==> src/rtl/bcd_event_counter_pkg.sv <==
// Shared constants for the BCD counter and the downstream display stage.
package bcd_event_counter_pkg;
  localparam int                BCD_W     = 4;
  localparam logic [BCD_W-1:0]  BCD_MAX   = 4'd9;
  localparam int                NDIG      = 4;
  localparam int                DIG_BUS_W = NDIG * BCD_W;
  localparam int                NBTN      = 3;
  localparam int                SW_W      = 8;

  typedef enum logic [1:0] {
    BTN_INC  = 2'd0,
    BTN_DEC  = 2'd1,
    BTN_LOAD = 2'd2
  } btn_e;

  typedef logic [NDIG-1:0][BCD_W-1:0] bcd_vec_t;
endpackage

==> src/rtl/bcd_event_counter_if.sv <==
// Button/switch inputs and digit-bus outputs of the BCD event counter.
interface bcd_event_counter_if;
  import bcd_event_counter_pkg::*;

  logic                 btn_inc;
  logic                 btn_dec;
  logic                 btn_load;
  logic [SW_W-1:0]      sw;
  logic [DIG_BUS_W-1:0] digits;
  logic                 wrap;
  logic                 borrow;
  logic                 upd;

  modport master (
    output btn_inc, btn_dec, btn_load, sw,
    input  digits, wrap, borrow, upd
  );

  modport slave (
    input  btn_inc, btn_dec, btn_load, sw,
    output digits, wrap, borrow, upd
  );
endinterface

==> src/rtl/btn_debounce.sv <==
// Raw button -> 2-FF sync -> debounce -> single-cycle pulse on accepted rising edge.
module btn_debounce #(
  parameter int DEB_CYCLES = 500000,
  parameter int DEB_W      = 19
) (
  input  logic clk,
  input  logic clr,
  input  logic i_btn,
  output logic o_pulse
);
  localparam logic [DEB_W-1:0] CNT_LAST = DEB_W'(DEB_CYCLES - 1);

  logic [1:0]       r_sync;
  logic [DEB_W-1:0] r_cnt;
  logic             r_level;
  logic             r_level_q;

  always_ff @(posedge clk or posedge clr) begin
    if (clr) begin
      r_sync    <= '0;
      r_cnt     <= '0;
      r_level   <= 1'b0;
      r_level_q <= 1'b0;
    end else begin
      r_sync    <= {r_sync[0], i_btn};
      r_level_q <= r_level;
      // Any agreement with the accepted level restarts the stability window.
      if (r_sync[1] == r_level) begin
        r_cnt <= '0;
      end else if (r_cnt == CNT_LAST) begin
        r_level <= r_sync[1];
        r_cnt   <= '0;
      end else begin
        r_cnt <= r_cnt + DEB_W'(1);
      end
    end
  end

  assign o_pulse = r_level & ~r_level_q;
endmodule

==> src/rtl/bcd_event_counter.sv <==
// 4-digit packed-BCD up/down counter with clamped parallel load, driven by debounced buttons.
module bcd_event_counter
  import bcd_event_counter_pkg::*;
#(
  parameter int DEB_CYCLES = 500000,
  parameter int DEB_W      = 19
) (
  input  logic                 clk,
  input  logic                 clr,
  bcd_event_counter_if.slave   bus
);
  logic [NBTN-1:0] w_raw;
  logic [NBTN-1:0] w_evt;

  assign w_raw[BTN_INC]  = bus.btn_inc;
  assign w_raw[BTN_DEC]  = bus.btn_dec;
  assign w_raw[BTN_LOAD] = bus.btn_load;

  for (genvar g = 0; g < NBTN; g++) begin : g_btn
    btn_debounce #(
      .DEB_CYCLES (DEB_CYCLES),
      .DEB_W      (DEB_W)
    ) u_deb (
      .clk     (clk),
      .clr     (clr),
      .i_btn   (w_raw[g]),
      .o_pulse (w_evt[g])
    );
  end

  function automatic logic [BCD_W-1:0] clamp9(input logic [BCD_W-1:0] v);
    return (v > BCD_MAX) ? BCD_MAX : v;
  endfunction

  bcd_vec_t r_digits;
  bcd_vec_t w_inc_val;
  bcd_vec_t w_dec_val;
  bcd_vec_t w_load_val;
  logic     w_inc_co;
  logic     w_dec_bo;
  logic     r_wrap;
  logic     r_borrow;
  logic     r_upd;

  // Ripple from d0 upward; a carry/borrow surviving past d3 is the roll-over flag.
  always_comb begin
    w_inc_val = r_digits;
    w_dec_val = r_digits;
    w_inc_co  = 1'b1;
    w_dec_bo  = 1'b1;
    for (int i = 0; i < NDIG; i++) begin
      if (w_inc_co) begin
        if (r_digits[i] >= BCD_MAX) begin
          w_inc_val[i] = '0;
        end else begin
          w_inc_val[i] = r_digits[i] + BCD_W'(1);
          w_inc_co     = 1'b0;
        end
      end
      if (w_dec_bo) begin
        if (r_digits[i] == '0) begin
          w_dec_val[i] = BCD_MAX;
        end else begin
          w_dec_val[i] = r_digits[i] - BCD_W'(1);
          w_dec_bo     = 1'b0;
        end
      end
    end
  end

  always_comb begin
    w_load_val    = '0;
    w_load_val[1] = clamp9(bus.sw[7:4]);
    w_load_val[0] = clamp9(bus.sw[3:0]);
  end

  always_ff @(posedge clk or posedge clr) begin
    if (clr) begin
      r_digits <= '0;
      r_wrap   <= 1'b0;
      r_borrow <= 1'b0;
      r_upd    <= 1'b0;
    end else begin
      r_wrap   <= 1'b0;
      r_borrow <= 1'b0;
      r_upd    <= 1'b0;
      if (w_evt[BTN_LOAD]) begin
        r_digits <= w_load_val;
        r_upd    <= 1'b1;
      end else if (w_evt[BTN_INC] && !w_evt[BTN_DEC]) begin
        r_digits <= w_inc_val;
        r_wrap   <= w_inc_co;
        r_upd    <= 1'b1;
      end else if (w_evt[BTN_DEC] && !w_evt[BTN_INC]) begin
        r_digits <= w_dec_val;
        r_borrow <= w_dec_bo;
        r_upd    <= 1'b1;
      end
    end
  end

  assign bus.digits = r_digits;
  assign bus.wrap   = r_wrap;
  assign bus.borrow = r_borrow;
  assign bus.upd    = r_upd;
endmodule
==> src/flat_wrapper.sv <==
// flat-port wrapper written by rule: the top's interface ports become plain ports
module bcd_event_counter_flat import bcd_event_counter_pkg::*;
#(
  parameter int DEB_CYCLES = 500000,
  parameter int DEB_W      = 19
)
  (clk, clr, bus_btn_inc, bus_btn_dec, bus_btn_load, bus_sw, bus_digits, bus_wrap, bus_borrow, bus_upd);
  bcd_event_counter_if bus_i ();
  input  logic clk;
  input  logic clr;
  input wire logic [$bits(bus_i.btn_inc)-1:0] bus_btn_inc;
  input wire logic [$bits(bus_i.btn_dec)-1:0] bus_btn_dec;
  input wire logic [$bits(bus_i.btn_load)-1:0] bus_btn_load;
  input wire logic [$bits(bus_i.sw)-1:0] bus_sw;
  output wire logic [$bits(bus_i.digits)-1:0] bus_digits;
  output wire logic [$bits(bus_i.wrap)-1:0] bus_wrap;
  output wire logic [$bits(bus_i.borrow)-1:0] bus_borrow;
  output wire logic [$bits(bus_i.upd)-1:0] bus_upd;
  assign bus_i.btn_inc = bus_btn_inc;
  assign bus_i.btn_dec = bus_btn_dec;
  assign bus_i.btn_load = bus_btn_load;
  assign bus_i.sw = bus_sw;
  assign bus_digits = bus_i.digits;
  assign bus_wrap = bus_i.wrap;
  assign bus_borrow = bus_i.borrow;
  assign bus_upd = bus_i.upd;
  bcd_event_counter #(.DEB_CYCLES(DEB_CYCLES), .DEB_W(DEB_W)) u_core (.clk(clk), .clr(clr), .bus(bus_i));
endmodule
==> config.mk <==
export PLATFORM = sky130hd
export DESIGN_NAME = bcd_event_counter_flat
export DESIGN_NICKNAME = d
export VERILOG_FILES = /design/src/rtl/bcd_event_counter_pkg.sv /design/src/rtl/bcd_event_counter_if.sv /design/src/rtl/btn_debounce.sv /design/src/rtl/bcd_event_counter.sv /design/src/flat_wrapper.sv
export SDC_FILE = /design/constraint.sdc
export NUM_CORES = 1
export LEC_CHECK = 0
export BUFFER_PORTS_ARGS = -buffer_cell sky130_fd_sc_hd__buf_4
export CELL_PAD_IN_SITES_DETAIL_PLACEMENT = 1
export CELL_PAD_IN_SITES_GLOBAL_PLACEMENT = 1
export CORE_ASPECT_RATIO = 1.25
export CORE_MARGIN = 2
export CORE_UTILIZATION = 30
export CTS_CLUSTER_DIAMETER = 40
export CTS_CLUSTER_SIZE = 16
export DETAILED_ROUTE_END_ITERATION = 8
export MAX_ROUTING_LAYER = met4
export PLACE_DENSITY = 0.68
export SLEW_MARGIN = 30
export SYNTH_ARGS = -nofsm -noshare
export SYNTH_HDL_FRONTEND = slang
export SYNTH_SLANG_ARGS = --single-unit
export TNS_END_PERCENT = 5
==> constraint.sdc <==
create_clock -name clk -period 2.9 [get_ports clk]
set_clock_uncertainty 0.2 [all_clocks]
set_input_delay 0.29 -clock clk [delete_from_list [all_inputs] [get_ports clk]]
set_output_delay 0.29 -clock clk [all_outputs]
set_load 0.01 [all_outputs]
==> impl_metrics.prom, run 1 <==
# TYPE chip_impl_metric gauge
chip_impl_info{name="outcome",value="finished clean"} 1
chip_impl_metric{name="ant_nets",unit=""} 0
chip_impl_info{name="cell_taking_the_most_area_after_synthesis",value="dfrtp_1"} 1
chip_impl_metric{name="die_area",unit="µm²"} 16800
chip_impl_info{name="hp-class",value="input pin to register"} 1
chip_impl_metric{name="numPortBuffers",unit=""} 31
chip_impl_info{name="cts_tree",value="yes"} 1
chip_impl_info{name="worst_r2r_startpoint",value="u_core.bus.digits[4]$_DFFE_PP0P_"} 1
chip_impl_metric{name="pin_count_of_the_biggest_net_entering_global_routing",unit=""} 40
chip_impl_metric{name="htree_num_levels",unit=""} 3
chip_impl_metric{name="synth_area_per_cell",unit="µm²"} 9.61
chip_impl_metric{name="syn-instance-count",unit=""} 492
chip_impl_metric{name="clk_transition_reported_paths",unit="ns"} 0.07
chip_impl_metric{name="die_h",unit="µm"} 144
chip_impl_metric{name="share_clk_of_total_power",unit="%"} 48.4
chip_impl_metric{name="final.min_clock_period",unit="ns"} 2.46
chip_impl_info{name="cts-root-buf",value="clkbuf_16"} 1
chip_impl_metric{name="drv.max_cap_violation_count",unit=""} 0
chip_impl_metric{name="wirelength",unit="mm"} 11.3
chip_impl_info{name="whs_endpoint",value="u_core.bus.digits[3]$_DFFE_PP0P_"} 1
chip_impl_metric{name="vdd_drop_max",unit="mV"} 0.251
chip_impl_metric{name="track_usage",unit="%"} 15.5
chip_impl_metric{name="syn_area",unit="µm²"} 4730
chip_impl_metric{name="initial_antenna_violation_count",unit=""} 0
chip_impl_info{name="yosys-top-cells-area",value="dfrtp_1, xor2_1, nor2_1"} 1
chip_impl_metric{name="p_leak",unit="nW"} 2.49
chip_impl_metric{name="dr_total_vias",unit=""} 3726
chip_impl_metric{name="detailedPlacementHpwl",unit="mm"} 8.15
chip_impl_metric{name="yosysTopAreaCellShare",unit="%"} 46.6
chip_impl_metric{name="replace_congestion",unit=""} 0.838
chip_impl_metric{name="first_global_vias",unit=""} 3985
chip_impl_metric{name="timing.reg2reg.worst_path_depth",unit=""} 7
chip_impl_metric{name="route.detailed.wl_per_inst",unit="µm"} 15.2
chip_impl_metric{name="seqPwrFrac",unit="%"} 48.0
chip_impl_metric{name="post_route_cells_drive_above_1_share",unit="%"} 13.6
chip_impl_metric{name="power_per_cell_area",unit="nW/µm²"} 470
chip_impl_metric{name="start_util",unit="%"} 30.5
chip_impl_metric{name="syn_to_final_growth",unit="%"} 17.8
chip_impl_metric{name="regToRegSetupSlack",unit="ns"} 0.44
chip_impl_metric{name="numCtsBuffers",unit=""} 9
chip_impl_metric{name="drt_pass1_iterations",unit=""} 4
chip_impl_info{name="setup.worst_path.end_class",value="register"} 1
chip_impl_metric{name="post-route-period-util",unit="%"} 84.7
chip_impl_metric{name="worst_slew_pin_slew",unit="ns"} 0.822
chip_impl_metric{name="timing_max_transition_violations_final",unit=""} 0
chip_impl_metric{name="required",unit="ns"} 2.94
chip_impl_metric{name="cts_num_sinks",unit=""} 88
chip_impl_metric{name="synthesis.yosys.warnings",unit=""} 0
chip_impl_metric{name="post-layout-total-power",unit="mW"} 2.62
chip_impl_metric{name="horizontal_die_dimension",unit="µm"} 116
chip_impl_metric{name="hold_violations",unit=""} 0
chip_impl_metric{name="timing.setup.tns",unit="ns"} 0
chip_impl_metric{name="switching_share",unit="%"} 21.7
chip_impl_metric{name="route.detailed.vias_per_inst",unit=""} 4.99
chip_impl_metric{name="drt_iter0_drc",unit=""} 130
chip_impl_metric{name="placement_rows",unit=""} 51
chip_impl_metric{name="overflow_left_after_global_routing",unit=""} 0
chip_impl_metric{name="min_delay_path_depth",unit=""} 3
chip_impl_info{name="crit_path_top_delay_cell",value="dfrtp_1"} 1
chip_impl_info{name="rsz0062_at_grt",value="no"} 1
chip_impl_metric{name="syn-num-nets",unit=""} 523
chip_impl_metric{name="layout.nets",unit=""} 561
chip_impl_metric{name="grt_pass1_wl",unit="mm"} 19.8
chip_impl_metric{name="worst_slew_margin_rel",unit="%"} 44.8
chip_impl_info{name="hold_path.startpoint",value="bus_sw[3]"} 1
chip_impl_metric{name="netlist-cell-type-count",unit=""} 57
chip_impl_info{name="criticalPathCategory",value="register to register"} 1
chip_impl_metric{name="intPower",unit="mW"} 2.05
chip_impl_metric{name="route.detailed.drc",unit=""} 0
chip_impl_metric{name="clock_insertion_delay_worst_skew",unit="ns"} 0.35
chip_impl_metric{name="post_cts.resized_instances",unit=""} 0
chip_impl_info{name="r2r_end",value="u_core.bus.digits[13]$_DFFE_PP0P_"} 1
chip_impl_metric{name="max_freq",unit="GHz"} 0.407
chip_impl_metric{name="timing.critical_path.arrival",unit="ns"} 2.50
chip_impl_metric{name="switching_power",unit="mW"} 0.568
chip_impl_metric{name="slowest_delay",unit="ns"} 0.47
chip_impl_metric{name="top_level_ports",unit=""} 32
chip_impl_metric{name="power.share.combinational",unit="%"} 3.6
chip_impl_metric{name="layout.core_utilization",unit="%"} 35.9
chip_impl_metric{name="postSynthRegisterBits",unit=""} 88
chip_impl_metric{name="synth_edf_count",unit=""} 0
chip_impl_info{name="ys_dominant_reg_cell",value="dfrtp_1"} 1
chip_impl_metric{name="critical_path_peak_fanout",unit=""} 8
chip_impl_metric{name="synth.yosys.seq_area_share",unit="%"} 46.6
chip_impl_info{name="worstPathCellList",value="inv_1 -> ha_1 -> or3b_4 -> o2111ai_4 -> nor2_1 -> o21ai_2 -> mux2_2"} 1
chip_impl_metric{name="ys_async_sr_fraction",unit="%"} 100
chip_impl_metric{name="fp.coreArea",unit="µm²"} 15500
chip_impl_info{name="setup.worst_path.start_class",value="register"} 1
chip_impl_metric{name="max-clock-path-buffers",unit=""} 2
chip_impl_metric{name="finalSetupViolCount",unit=""} 0
chip_impl_metric{name="number_of_diodes",unit=""} 0
[flip-flops by register name, summed over array words and instances (netlist names)]
signal and flops:
u_core.g_btn.u_deb.r_sync 6, u_core.g_btn.u_deb.r_level_q 3, u_core.g_btn.u_deb.r_cnt 57, u_core.bus.upd 1, u_core.bus.borrow 1, u_core.bus.digits 16
u_core.bus.wrap 1, u_core.g_btn.u_deb.r_level 3
[metal layers]
| layer | up-vias | track usage, % | share of wire (%) |
|---|---|---|---|
| met5 | - | - | 0 |
| met4 | 0 | 5.76 | 1.9 |
| met3 | 11 | 3.19 | 3.4 |
| met2 | 51 | 25.8 | 51 |
| met1 | 1884 | 18.5 | 44 |
| li1 | 1780 | - | - |
[cells in the mapped netlist, types with 3 or more instances]
cell type	instances
nor2_1	80
nand2b_1	6
nand2_1	30
nand4_1	10
a31oi_1	8
nor3_1	14
a221oi_1	3
clkbuf_1	4
ha_1	18
inv_1	25
buf_2	6
o21a_1	4
a21oi_1	12
mux2i_1	3
nand3_1	33
xnor2_1	24
nor4_1	7
or2_2	3
o31ai_1	5
o21ai_0	10
dfrtp_1	88
and4_1	4
mux2_2	5
and3_1	13
xor2_1	35
buf_4	3
[cell usage in the layout, fill, tap and decap left out, types with 3 or more instances in the layout]
cell type and count:
a21oi_1 12, inv_1 24, o21ai_0 10, o31ai_1 5, nand4_1 10, clkbuf_16 9
and3_1 13, mux2_2 5, nor3_1 14, or2_2 3, xor2_1 35, and4_1 4
dfrtp_1 88, nand3_1 33, o21a_1 4, nor4_1 7, ha_1 18, buf_4 37
nand2_1 30, a221oi_1 3, mux2i_1 3, nand2b_1 6, clkinv_2 4, nor2_1 80
dlygate4sd3_1 4, a31oi_1 8, xnor2_1 24
[power by group through the flow]
stage	sequential, mW	combinational [mW]	clock [mW]
final	1.26	0.0944	1.27
after global routing	1.26	0.111	1.37
after CTS	1.26	0.0984	1.31
after detailed placement	1.28	0.0934	0
after global placement	1.28	0.0918	0
after floorplan	1.28	0.0592	0
[cells by family after synthesis]
logic type | synth area share (%)
AOI/OAI and AO/OA | 9.50
adders and majority gates | 4.76
muxes | 2.06
xor gates and xnor gates | 10.9
DFF | 46.6
and+or+nand+nor | 22.4
buffers and inverters | 3.73
[worst max path at each step]
| stage | startpoint | endpoint | slack, ns | cells after the start |
|---|---|---|---|---|
| 4_1_cts | u_core.g_btn[0].u_deb.r_level_q$_DFF_PP0_ | u_core.bus.digits[11]$_DFFE_PP0P_ | 0.44 | 8 |
| 2_1_floorplan | clr | u_core.bus.borrow$_DFF_PP0_ | 0.13 | 1 |
| 3_3_place_gp | u_core.g_btn[0].u_deb.r_level_q$_DFF_PP0_ | u_core.bus.digits[8]$_DFFE_PP0P_ | 0.57 | 7 |
| 6_report | u_core.bus.digits[4]$_DFFE_PP0P_ | u_core.bus.digits[13]$_DFFE_PP0P_ | 0.44 | 7 |
| 5_1_grt | u_core.g_btn[0].u_deb.r_level_q$_DFF_PP0_ | u_core.bus.digits[6]$_DFFE_PP0P_ | 0.27 | 8 |
| 3_5_place_dp | u_core.bus.digits[4]$_DFFE_PP0P_ | u_core.bus.digits[13]$_DFFE_PP0P_ | 0.46 | 7 |
[cell type report]
cell class / instances / area (µm²)
clock buffers: 10 / 239
clock inverters: 6 / 82.6
fillers: 1765 / 9940
inverters: 25 / 95.1
multi-input cells: 364 / 2350
flip-flops and latches: 88 / 2200
well taps: 212 / 265
repair buffers: 42 / 338
[critical path: cells and delay by family (launching register included)]
family / cells / cell delay [ns]
buffers and inverters: 1 / 0.13
muxes: 1 / 0.36
DFF: 1 / 0.47
adders and majority gates: 1 / 0.25
AOI/OAI and AO/OA: 2 / 0.39
and+or+nand+nor: 2 / 0.54
[stage by stage]
stage / cells / worst slack [ns] / hold slack [ns] / cell area, µm²
2_1_floorplan: 492 / 0.131 / 0.121 / 4730
3_3_place_gp: 727 / 0.568 / 0.136 / 5210
3_5_place_dp: 727 / 0.463 / 0.137 / 5210
4_1_cts: 747 / 0.442 / 0.0537 / 5570
5_1_grt: 747 / 0.270 / 0.0802 / 5570
6_report: 747 / 0.443 / 0.0660 / 5570
[repair_timing]
| item | CTS | global route |
|---|---|---|
| endpoints found under the hold margin | 40 | 0 |
| hold buffers | 4 | 0 |
| buffers inserted | 0 | 0 |
No activity file was read; power rests on OpenSTA's default activity.
==> inputs of run 2 (changes only) <==
--- a/config.mk
+++ b/config.mk
@@ -5,6 +5,7 @@
 export SDC_FILE = /design/constraint.sdc
 export NUM_CORES = 1
 export LEC_CHECK = 0
+export ABC_AREA = 1
 export BUFFER_PORTS_ARGS = -buffer_cell sky130_fd_sc_hd__buf_4
 export CELL_PAD_IN_SITES_DETAIL_PLACEMENT = 1
 export CELL_PAD_IN_SITES_GLOBAL_PLACEMENT = 1
==> constraint.sdc (replaced) <==
create_clock -name clk -period 2.4 [get_ports clk]
set_clock_uncertainty 0.2 [all_clocks]
set_input_delay 0.24 -clock clk [delete_from_list [all_inputs] [get_ports clk]]
set_output_delay 0.24 -clock clk [all_outputs]
set_load 0.01 [all_outputs]
==> run 2 against run 1 <==
Net effect: cell count grew 33%; wire length up 18%; first-iteration DRC count decreased by 12%; hold slack lost 0.015 ns; critical path type unchanged; largest power group is now sequential cells.
==> impl_metrics.prom, run 2 <==
# TYPE chip_impl_metric gauge
chip_impl_metric{name="drt_pass1_iterations",unit=""} 4
chip_impl_metric{name="timing.setup.tns",unit="ns"} 0
chip_impl_metric{name="layout.nets",unit=""} 794
chip_impl_metric{name="ant_nets",unit=""} 0
chip_impl_metric{name="clock_insertion_delay_worst_skew",unit="ns"} 0.35
chip_impl_info{name="hp-class",value="input pin to register"} 1
chip_impl_metric{name="timing.critical_path.arrival",unit="ns"} 2.13
chip_impl_info{name="yosys-top-cells-area",value="dfrtp_1, nand2_1, nor2_1"} 1
chip_impl_metric{name="syn_to_final_growth",unit="%"} 16.4
chip_impl_info{name="worst_r2r_startpoint",value="u_core.g_btn[1].u_deb.r_level$_DFFE_PP0P_"} 1
chip_impl_metric{name="hold_violations",unit=""} 0
chip_impl_metric{name="max_freq",unit="GHz"} 0.492
chip_impl_info{name="critical-path-top-delay-family",value="simple AND/OR/NAND/NOR gates"} 1
chip_impl_metric{name="timing_max_transition_violations_final",unit=""} 0
chip_impl_metric{name="initial_antenna_violation_count",unit=""} 0
chip_impl_metric{name="use_met3",unit="%"} 2.99
chip_impl_metric{name="synth_edf_count",unit=""} 0
chip_impl_metric{name="critical_path.n_buffers_inverters",unit=""} 5
chip_impl_metric{name="use_met2",unit="%"} 27.0
chip_impl_metric{name="pin_count_of_the_biggest_net_entering_global_routing",unit=""} 89
chip_impl_metric{name="hold-worst-slack",unit="ns"} 0.0506
chip_impl_metric{name="regToRegSetupSlack",unit="ns"} 0.37
chip_impl_metric{name="die_h",unit="µm"} 153
chip_impl_metric{name="detailedPlacementHpwl",unit="mm"} 10.0
chip_impl_metric{name="critical_path_peak_fanout",unit=""} 13
chip_impl_metric{name="cts_num_sinks",unit=""} 88
chip_impl_metric{name="fp.coreArea",unit="µm²"} 17400
chip_impl_metric{name="route.detailed.drc",unit=""} 0
chip_impl_info{name="mostFrequentLayoutCells",value="nand2_1, nor2_1, dfrtp_1, inv_1, nand3_1"} 1
chip_impl_metric{name="wirelength",unit="mm"} 13.3
chip_impl_metric{name="clk_transition_reported_paths",unit="ns"} 0.06
chip_impl_metric{name="largest_reg_flops",unit=""} 57
chip_impl_metric{name="yosysTopAreaCellShare",unit="%"} 41.4
chip_impl_metric{name="syn-instance-count",unit=""} 717
chip_impl_metric{name="track_usage",unit="%"} 16.0
chip_impl_metric{name="post_cts.resized_instances",unit=""} 0
chip_impl_metric{name="layout.core_utilization",unit="%"} 35.5
chip_impl_info{name="dominant_cell_by_count_in_the_synthesized_netlist",value="nand2_1"} 1
chip_impl_metric{name="dr_total_vias",unit=""} 4596
chip_impl_metric{name="required",unit="ns"} 2.49
chip_impl_info{name="crit_path_top_delay_cell",value="dfrtp_1"} 1
chip_impl_info{name="ranking_of_synthesized_cells_by_instance_count",value="nand2_1, nor2_1, dfrtp_1, inv_1, nand3_1"} 1
chip_impl_metric{name="synth_area_per_cell",unit="µm²"} 7.41
chip_impl_metric{name="multi_input_area",unit="µm²"} 2730
chip_impl_info{name="worstSetupStartpoint",value="u_core.g_btn[1].u_deb.r_level$_DFFE_PP0P_"} 1
chip_impl_metric{name="grt_pass1_wl",unit="mm"} 23.2
chip_impl_info{name="mostFrequentLayoutCell",value="nand2_1"} 1
chip_impl_metric{name="numPortBuffers",unit=""} 31
chip_impl_metric{name="numCtsBuffers",unit=""} 9
chip_impl_metric{name="sequential_cell_area",unit="µm²"} 2200
chip_impl_metric{name="route.detailed.wl_per_inst",unit="µm"} 13.4
chip_impl_metric{name="grt.met1_usage",unit="%"} 18.8
chip_impl_metric{name="p_leak",unit="nW"} 2.89
chip_impl_metric{name="horizontal_die_dimension",unit="µm"} 123
chip_impl_metric{name="placed_cells",unit=""} 972
chip_impl_metric{name="vdd_drop_max",unit="mV"} 0.340
chip_impl_metric{name="slowest_delay",unit="ns"} 0.38
chip_impl_info{name="ys_dominant_reg_cell",value="dfrtp_1"} 1
chip_impl_metric{name="ys_async_sr_fraction",unit="%"} 100
chip_impl_info{name="setup.worst_path.end_class",value="register"} 1
chip_impl_metric{name="die_area",unit="µm²"} 18800
chip_impl_metric{name="n_fill_cell",unit=""} 2176
chip_impl_metric{name="power_per_cell_area",unit="nW/µm²"} 496
chip_impl_info{name="cts_tree",value="yes"} 1
chip_impl_metric{name="postSynthRegisterBits",unit=""} 88
chip_impl_metric{name="final.min_clock_period",unit="ns"} 2.03
chip_impl_metric{name="worst_slew_pin_slew",unit="ns"} 0.537
chip_impl_info{name="busiest_layer",value="met2"} 1
chip_impl_metric{name="route.detailed.vias_per_inst",unit=""} 4.63
chip_impl_metric{name="replace_congestion",unit=""} 0.811
chip_impl_metric{name="timing.reg2reg.worst_path_depth",unit=""} 13
chip_impl_metric{name="top_level_ports",unit=""} 32
chip_impl_info{name="setup.worst_path.start_class",value="register"} 1
chip_impl_metric{name="worst_slew_margin_rel",unit="%"} 64.2
chip_impl_info{name="cell_taking_the_most_area_after_synthesis",value="dfrtp_1"} 1
chip_impl_metric{name="placement_rows",unit=""} 54
chip_impl_info{name="critical_path.most_common_cell",value="nand2_1"} 1
chip_impl_metric{name="overflow_left_after_global_routing",unit=""} 0
chip_impl_metric{name="drt_iter0_drc",unit=""} 114
chip_impl_metric{name="first_global_vias",unit=""} 4857
chip_impl_info{name="regMostFlops",value="u_core.g_btn.u_deb.r_cnt"} 1
chip_impl_info{name="outcome",value="finished clean"} 1
chip_impl_metric{name="syn_area",unit="µm²"} 5320
chip_impl_metric{name="htree_num_levels",unit=""} 3
chip_impl_info{name="hold_path.startpoint",value="bus_sw[4]"} 1
chip_impl_metric{name="fin_ws",unit="ns"} 0.368
chip_impl_metric{name="place_worst_setup_slack",unit="ns"} 0.349
chip_impl_metric{name="synthesis.yosys.warnings",unit=""} 0
chip_impl_metric{name="final_cell_count_no_fill",unit=""} 992
chip_impl_metric{name="start_util",unit="%"} 30.5
chip_impl_metric{name="min_delay_path_depth",unit=""} 5
chip_impl_metric{name="netlist-cell-type-count",unit=""} 34
chip_impl_metric{name="post_route_cells_drive_above_1_share",unit="%"} 11.7
chip_impl_info{name="rsz0062_at_grt",value="no"} 1
chip_impl_metric{name="max-clock-path-buffers",unit=""} 2
chip_impl_metric{name="drv.max_cap_violation_count",unit=""} 0
chip_impl_info{name="criticalPathCategory",value="register to register"} 1
chip_impl_metric{name="finalSetupViolCount",unit=""} 0
chip_impl_info{name="whs_endpoint",value="u_core.bus.digits[4]$_DFFE_PP0P_"} 1
chip_impl_metric{name="synth.yosys.seq_area_share",unit="%"} 41.4
chip_impl_info{name="r2r_end",value="u_core.bus.digits[11]$_DFFE_PP0P_"} 1
chip_impl_info{name="worstPathCellList",value="inv_1 -> nor2_1 -> inv_1 -> ha_1 -> inv_4 -> nand2_2 -> inv_4 -> nand2_1 -> nand2_1 -> inv_1 -> nand2_4 -> nand2_1 -> nand2_1"} 1
chip_impl_metric{name="syn-num-nets",unit=""} 748
chip_impl_metric{name="number_of_diodes",unit=""} 0
chip_impl_metric{name="post-route-period-util",unit="%"} 84.7
chip_impl_info{name="cts-root-buf",value="clkbuf_16"} 1
[run 2: changes by cell type after synthesis, sizes merged, moves of 6 or more]
cell / before / now
xnor2: 24 / 7
mux2: 6 / 0
nand2b: 6 / 0
a31oi: 8 / 0
inv: 25 / 97
buf: 11 / 1
o21ai: 12 / 20
and3: 13 / 1
nor2: 80 / 159
nand3: 33 / 65
nand2: 30 / 180
nor4: 7 / 0
[run 2: routing by layer]
| metal | routed length [µm] | up-vias | part of all wire [%] |
|---|---|---|---|
| li1 | - | 2335 | - |
| met1 | 6050 | 2196 | 45 |
| met2 | 6640 | 43 | 50 |
| met3 | 359 | 22 | 2.7 |
| met4 | 280 | 0 | 2.1 |
| met5 | 0 | - | 0 |
[run 2: how the worst max path moves through the flow]
stage,to,slack [ns],cells after the start
2_1_floorplan,u_core.bus.digits[15]$_DFFE_PP0P_,0.58,9
3_3_place_gp,u_core.bus.digits[11]$_DFFE_PP0P_,0.41,12
3_5_place_dp,u_core.bus.digits[10]$_DFFE_PP0P_,0.35,13
4_1_cts,u_core.bus.digits[11]$_DFFE_PP0P_,0.34,13
5_1_grt,u_core.bus.digits[11]$_DFFE_PP0P_,0.13,13
6_report,u_core.bus.digits[11]$_DFFE_PP0P_,0.37,13
[run 2: worst min-delay path: cells and delay by family]
family	cells	cell delay [ns]
simple gates	3	0.15
buf+inv	1	0.09
compound gates	1	0.09
[run 2: power by group]
group	internal (mW)	switching (mW)	leakage [nW]	total [mW]
clock	0.834	0.617	0.145	1.45
sequential	1.50	0.0113	1.18	1.51
combinational	0.0367	0.0723	1.56	0.109
total	2.37	0.701	2.89	3.07
[run 2: logic make-up after synthesis]
kind of cell    share of synthesized area (%)
compound gates                           3.74
xor+xnor                                 6.43
fa+ha+maj                                4.24
buf+inv                                  7.30
flops                                    41.4
simple gates                             36.9
[run 2: final cells by class]
cell class | count | share of cell area, %
Sequential cell | 88 | 35.6
Multi-Input combinational cell | 529 | 44.1
Clock inverter | 5 | 0.910
Inverter | 97 | 6.03
Tap cell | 224 | 4.53
Timing Repair Buffer | 38 | 4.97
Clock buffer | 11 | 3.92
[run 2: metrics by stage]
stage	area, µm²	power (mW)
CTS	6190	3.13
global route	6190	3.20
global placement	5850	1.65
finish	6190	3.07
floorplan	5320	1.60
detailed placement	5850	1.65
[run 2: timing repair]
action                                 CTS  global route
hold buffers                             4             0
buffers inserted                         0             0
endpoints found under the hold margin   91             0
==> inputs of run 3 (changes only) <==
--- a/config.mk
+++ b/config.mk
@@ -5,7 +5,7 @@
 export SDC_FILE = /design/constraint.sdc
 export NUM_CORES = 1
 export LEC_CHECK = 0
-export ABC_AREA = 1
+export ABC_AREA = 0
 export BUFFER_PORTS_ARGS = -buffer_cell sky130_fd_sc_hd__buf_4
 export CELL_PAD_IN_SITES_DETAIL_PLACEMENT = 1
 export CELL_PAD_IN_SITES_GLOBAL_PLACEMENT = 1
@@ -16,7 +16,7 @@
 export CTS_CLUSTER_SIZE = 16
 export DETAILED_ROUTE_END_ITERATION = 8
 export MAX_ROUTING_LAYER = met4
-export PLACE_DENSITY = 0.68
+export PLACE_DENSITY = 0.66
 export SLEW_MARGIN = 30
 export SYNTH_ARGS = -nofsm -noshare
 export SYNTH_HDL_FRONTEND = slang
==> constraint.sdc (replaced) <==
create_clock -name clk -period 2.1 [get_ports clk]
set_clock_uncertainty 0.2 [all_clocks]
set_input_delay 0.21 -clock clk [delete_from_list [all_inputs] [get_ports clk]]
set_output_delay 0.21 -clock clk [all_outputs]
set_load 0.01 [all_outputs]
==> run 3 against run 2 <==
Net effect: the flow now finishes with violations (negative hold slack, negative setup slack); clock power grew 12%; wire length shrank 5.7%; largest power group unchanged; critical path depth shrank 4; final area shrank 0.63%.
==> impl_metrics.prom, run 3 (same netlist as run 1, synthesis figures left out) <==
# TYPE chip_impl_metric gauge
chip_impl_metric{name="drt_iter0_drc",unit=""} 105
chip_impl_metric{name="timing.critical_path.arrival",unit="ns"} 2.17
chip_impl_metric{name="post_route_cells_drive_above_1_share",unit="%"} 26.3
chip_impl_info{name="worstPathCellList",value="inv_2 -> ha_4 -> buf_4 -> nor3b_4 -> buf_4 -> nand4_1 -> nand2_2 -> o21ai_4 -> mux2_4"} 1
chip_impl_info{name="mostFrequentLayoutCell",value="buf_4"} 1
chip_impl_metric{name="post-route-period-util",unit="%"} 102
chip_impl_info{name="rsz0062_at_grt",value="yes"} 1
chip_impl_metric{name="initial_antenna_violation_count",unit=""} 0
chip_impl_metric{name="pin_count_of_the_biggest_net_entering_global_routing",unit=""} 31
chip_impl_metric{name="largest_reg_flops",unit=""} 57
chip_impl_metric{name="required",unit="ns"} 2.12
chip_impl_metric{name="fin_ws",unit="ns"} -0.0451
chip_impl_metric{name="slowest_delay",unit="ns"} 0.44
chip_impl_info{name="hp-class",value="input pin to register"} 1
chip_impl_info{name="mostFrequentLayoutCells",value="buf_4, dfrtp_1, nor2_1, xor2_1, nand3_1"} 1
chip_impl_info{name="setup.worst_path.end_class",value="register"} 1
chip_impl_metric{name="placed_cells",unit=""} 778
chip_impl_metric{name="overflow_left_after_global_routing",unit=""} 0
chip_impl_metric{name="placement_rows",unit=""} 51
chip_impl_metric{name="hold-worst-slack",unit="ns"} -0.0102
chip_impl_metric{name="final_cell_area",unit="µm²"} 6150
chip_impl_info{name="busiest_layer",value="met2"} 1
chip_impl_metric{name="replace_congestion",unit=""} 0.849
chip_impl_metric{name="grt.met1_usage",unit="%"} 18.8
chip_impl_metric{name="clk_transition_reported_paths",unit="ns"} 0.07
chip_impl_metric{name="final_cell_count_no_fill",unit=""} 802
chip_impl_info{name="criticalPathCategory",value="register to register"} 1
chip_impl_metric{name="number_of_diodes",unit=""} 0
chip_impl_metric{name="route.detailed.vias_per_inst",unit=""} 4.94
chip_impl_metric{name="grt_pass1_wl",unit="mm"} 20.9
chip_impl_metric{name="layout.nets",unit=""} 616
chip_impl_info{name="regMostFlops",value="u_core.g_btn.u_deb.r_cnt"} 1
chip_impl_info{name="setup.worst_path.start_class",value="register"} 1
chip_impl_metric{name="track_usage",unit="%"} 16.0
chip_impl_metric{name="die_h",unit="µm"} 144
chip_impl_metric{name="regToRegSetupSlack",unit="ns"} -0.05
chip_impl_metric{name="clock_insertion_delay_worst_skew",unit="ns"} 0.34
chip_impl_metric{name="sequential_cell_area",unit="µm²"} 2200
chip_impl_info{name="r2r_end",value="u_core.bus.digits[15]$_DFFE_PP0P_"} 1
chip_impl_info{name="cts_tree",value="yes"} 1
chip_impl_metric{name="timing.setup.tns",unit="ns"} -0.109
chip_impl_metric{name="die_area",unit="µm²"} 16800
chip_impl_metric{name="first_global_vias",unit=""} 4293
chip_impl_info{name="critical_path.most_common_cell",value="buf_4"} 1
chip_impl_metric{name="timing_max_transition_violations_final",unit=""} 0
chip_impl_metric{name="final.min_clock_period",unit="ns"} 2.15
chip_impl_metric{name="power_per_cell_area",unit="nW/µm²"} 571
chip_impl_metric{name="max_freq",unit="GHz"} 0.466
chip_impl_metric{name="syn_to_final_growth",unit="%"} 30.1
chip_impl_metric{name="worst_slew_margin_rel",unit="%"} 51.6
chip_impl_metric{name="worst_slew_pin_slew",unit="ns"} 0.724
chip_impl_metric{name="finalSetupViolCount",unit=""} 4
chip_impl_metric{name="layout.core_utilization",unit="%"} 39.7
chip_impl_info{name="cts-root-buf",value="clkbuf_16"} 1
chip_impl_info{name="violated_checks",value="negative hold slack, negative setup slack"} 1
chip_impl_metric{name="timing.reg2reg.worst_path_depth",unit=""} 9
chip_impl_metric{name="wirelength",unit="mm"} 12.6
chip_impl_metric{name="fp.coreArea",unit="µm²"} 15500
chip_impl_metric{name="use_met2",unit="%"} 28.2
chip_impl_metric{name="detailedPlacementHpwl",unit="mm"} 8.90
chip_impl_metric{name="hold_violations",unit=""} 1
chip_impl_metric{name="numPortBuffers",unit=""} 31
chip_impl_metric{name="drt_pass1_iterations",unit=""} 4
chip_impl_metric{name="dpl-instance-area",unit="µm²"} 5610
chip_impl_info{name="hold_path.startpoint",value="bus_sw[2]"} 1
chip_impl_metric{name="top_level_ports",unit=""} 32
chip_impl_metric{name="numCtsBuffers",unit=""} 9
chip_impl_metric{name="drv.max_cap_violation_count",unit=""} 0
chip_impl_metric{name="ant_nets",unit=""} 0
chip_impl_metric{name="dr_total_vias",unit=""} 3960
chip_impl_metric{name="min_delay_path_depth",unit=""} 3
chip_impl_info{name="worst_r2r_startpoint",value="u_core.bus.digits[4]$_DFFE_PP0P_"} 1
chip_impl_metric{name="horizontal_die_dimension",unit="µm"} 116
chip_impl_metric{name="route.detailed.drc",unit=""} 0
chip_impl_metric{name="p_leak",unit="nW"} 2.78
chip_impl_metric{name="htree_num_levels",unit=""} 3
chip_impl_metric{name="use_met3",unit="%"} 2.56
chip_impl_info{name="crit_path_top_delay_cell",value="dfrtp_1"} 1
chip_impl_metric{name="cts_num_sinks",unit=""} 88
chip_impl_metric{name="max-clock-path-buffers",unit=""} 2
chip_impl_metric{name="critical_path_peak_fanout",unit=""} 4
chip_impl_metric{name="route.detailed.wl_per_inst",unit="µm"} 15.7
chip_impl_info{name="whs_endpoint",value="u_core.bus.digits[2]$_DFFE_PP0P_"} 1
chip_impl_metric{name="start_util",unit="%"} 30.5
chip_impl_metric{name="multi_input_area",unit="µm²"} 2520
chip_impl_metric{name="vdd_drop_max",unit="mV"} 0.270
chip_impl_metric{name="n_fill_cell",unit=""} 1769
chip_impl_info{name="outcome",value="finished with violations"} 1
## run 3: metal layers
metal	wire [µm]	up-vias
met5	0	-
met4	161	0
met3	319	13
met2	6800	41
met1	5290	2020
li1	-	1886
## run 3: how the worst max path moves through the flow
| stage | startpoint | to | slack, ns |
|---|---|---|---|
| global placement | u_core.bus.digits[4]$_DFFE_PP0P_ | u_core.bus.digits[13]$_DFFE_PP0P_ | -0.06 |
| finish | u_core.bus.digits[4]$_DFFE_PP0P_ | u_core.bus.digits[15]$_DFFE_PP0P_ | -0.05 |
| floorplan | u_core.bus.digits[4]$_DFFE_PP0P_ | u_core.bus.digits[13]$_DFFE_PP0P_ | -0.19 |
| detailed placement | u_core.bus.digits[4]$_DFFE_PP0P_ | u_core.bus.digits[13]$_DFFE_PP0P_ | -0.11 |
| CTS | u_core.bus.digits[5]$_DFFE_PP0P_ | u_core.bus.digits[13]$_DFFE_PP0P_ | -0.02 |
| global route | u_core.bus.digits[4]$_DFFE_PP0P_ | u_core.bus.digits[15]$_DFFE_PP0P_ | -0.12 |
## run 3: timing repair
item / 4_1_cts / 5_1_grt
pin swaps: 3 / 5
setup endpoints to repair: 11 / 67
buffers inserted: 0 / 4
resized for setup: 16 / 26
hold endpoints to repair: 28 / 0
hold buffers: 4 / 0
## run 3: final cells by class
type | instances | share of cell area (%)
Sequential cell | 88 | 35.8
Tap cell | 212 | 4.31
Clock buffer | 9 | 3.66
Inverter | 25 | 1.59
Timing Repair Buffer | 97 | 12.5
Clock inverter | 7 | 1.16
Multi-Input combinational cell | 364 | 41.0
## run 3: report_power, final
| part | internal [mW] | switching, mW | leakage (nW) | total (mW) |
|---|---|---|---|---|
| clock | 0.923 | 0.704 | 0.138 | 1.63 |
| sequential | 1.72 | 0.0205 | 1.17 | 1.74 |
| combinational | 0.0617 | 0.0873 | 1.47 | 0.149 |
| total | 2.70 | 0.812 | 2.78 | 3.51 |
## run 3: critical path: cells and delay by family, from the launching register on
family / cells / cell delay [ns]
AOI/OAI and AO/OA: 1 / 0.09
adders and majority gates: 1 / 0.12
buffers and inverters: 3 / 0.37
DFF: 1 / 0.44
muxes: 1 / 0.30
and+or+nand+nor: 3 / 0.50
## run 3: through the flow
step	hold WS [ns]	power (mW)	setup WS, ns
finish	-0.0102	3.51	-0.0451
global route	0.00864	3.64	-0.124
CTS	0.0151	3.56	-0.0152
detailed placement	0.122	1.91	-0.107
global placement	0.123	1.90	-0.0592
floorplan	0.0414	1.84	-0.189
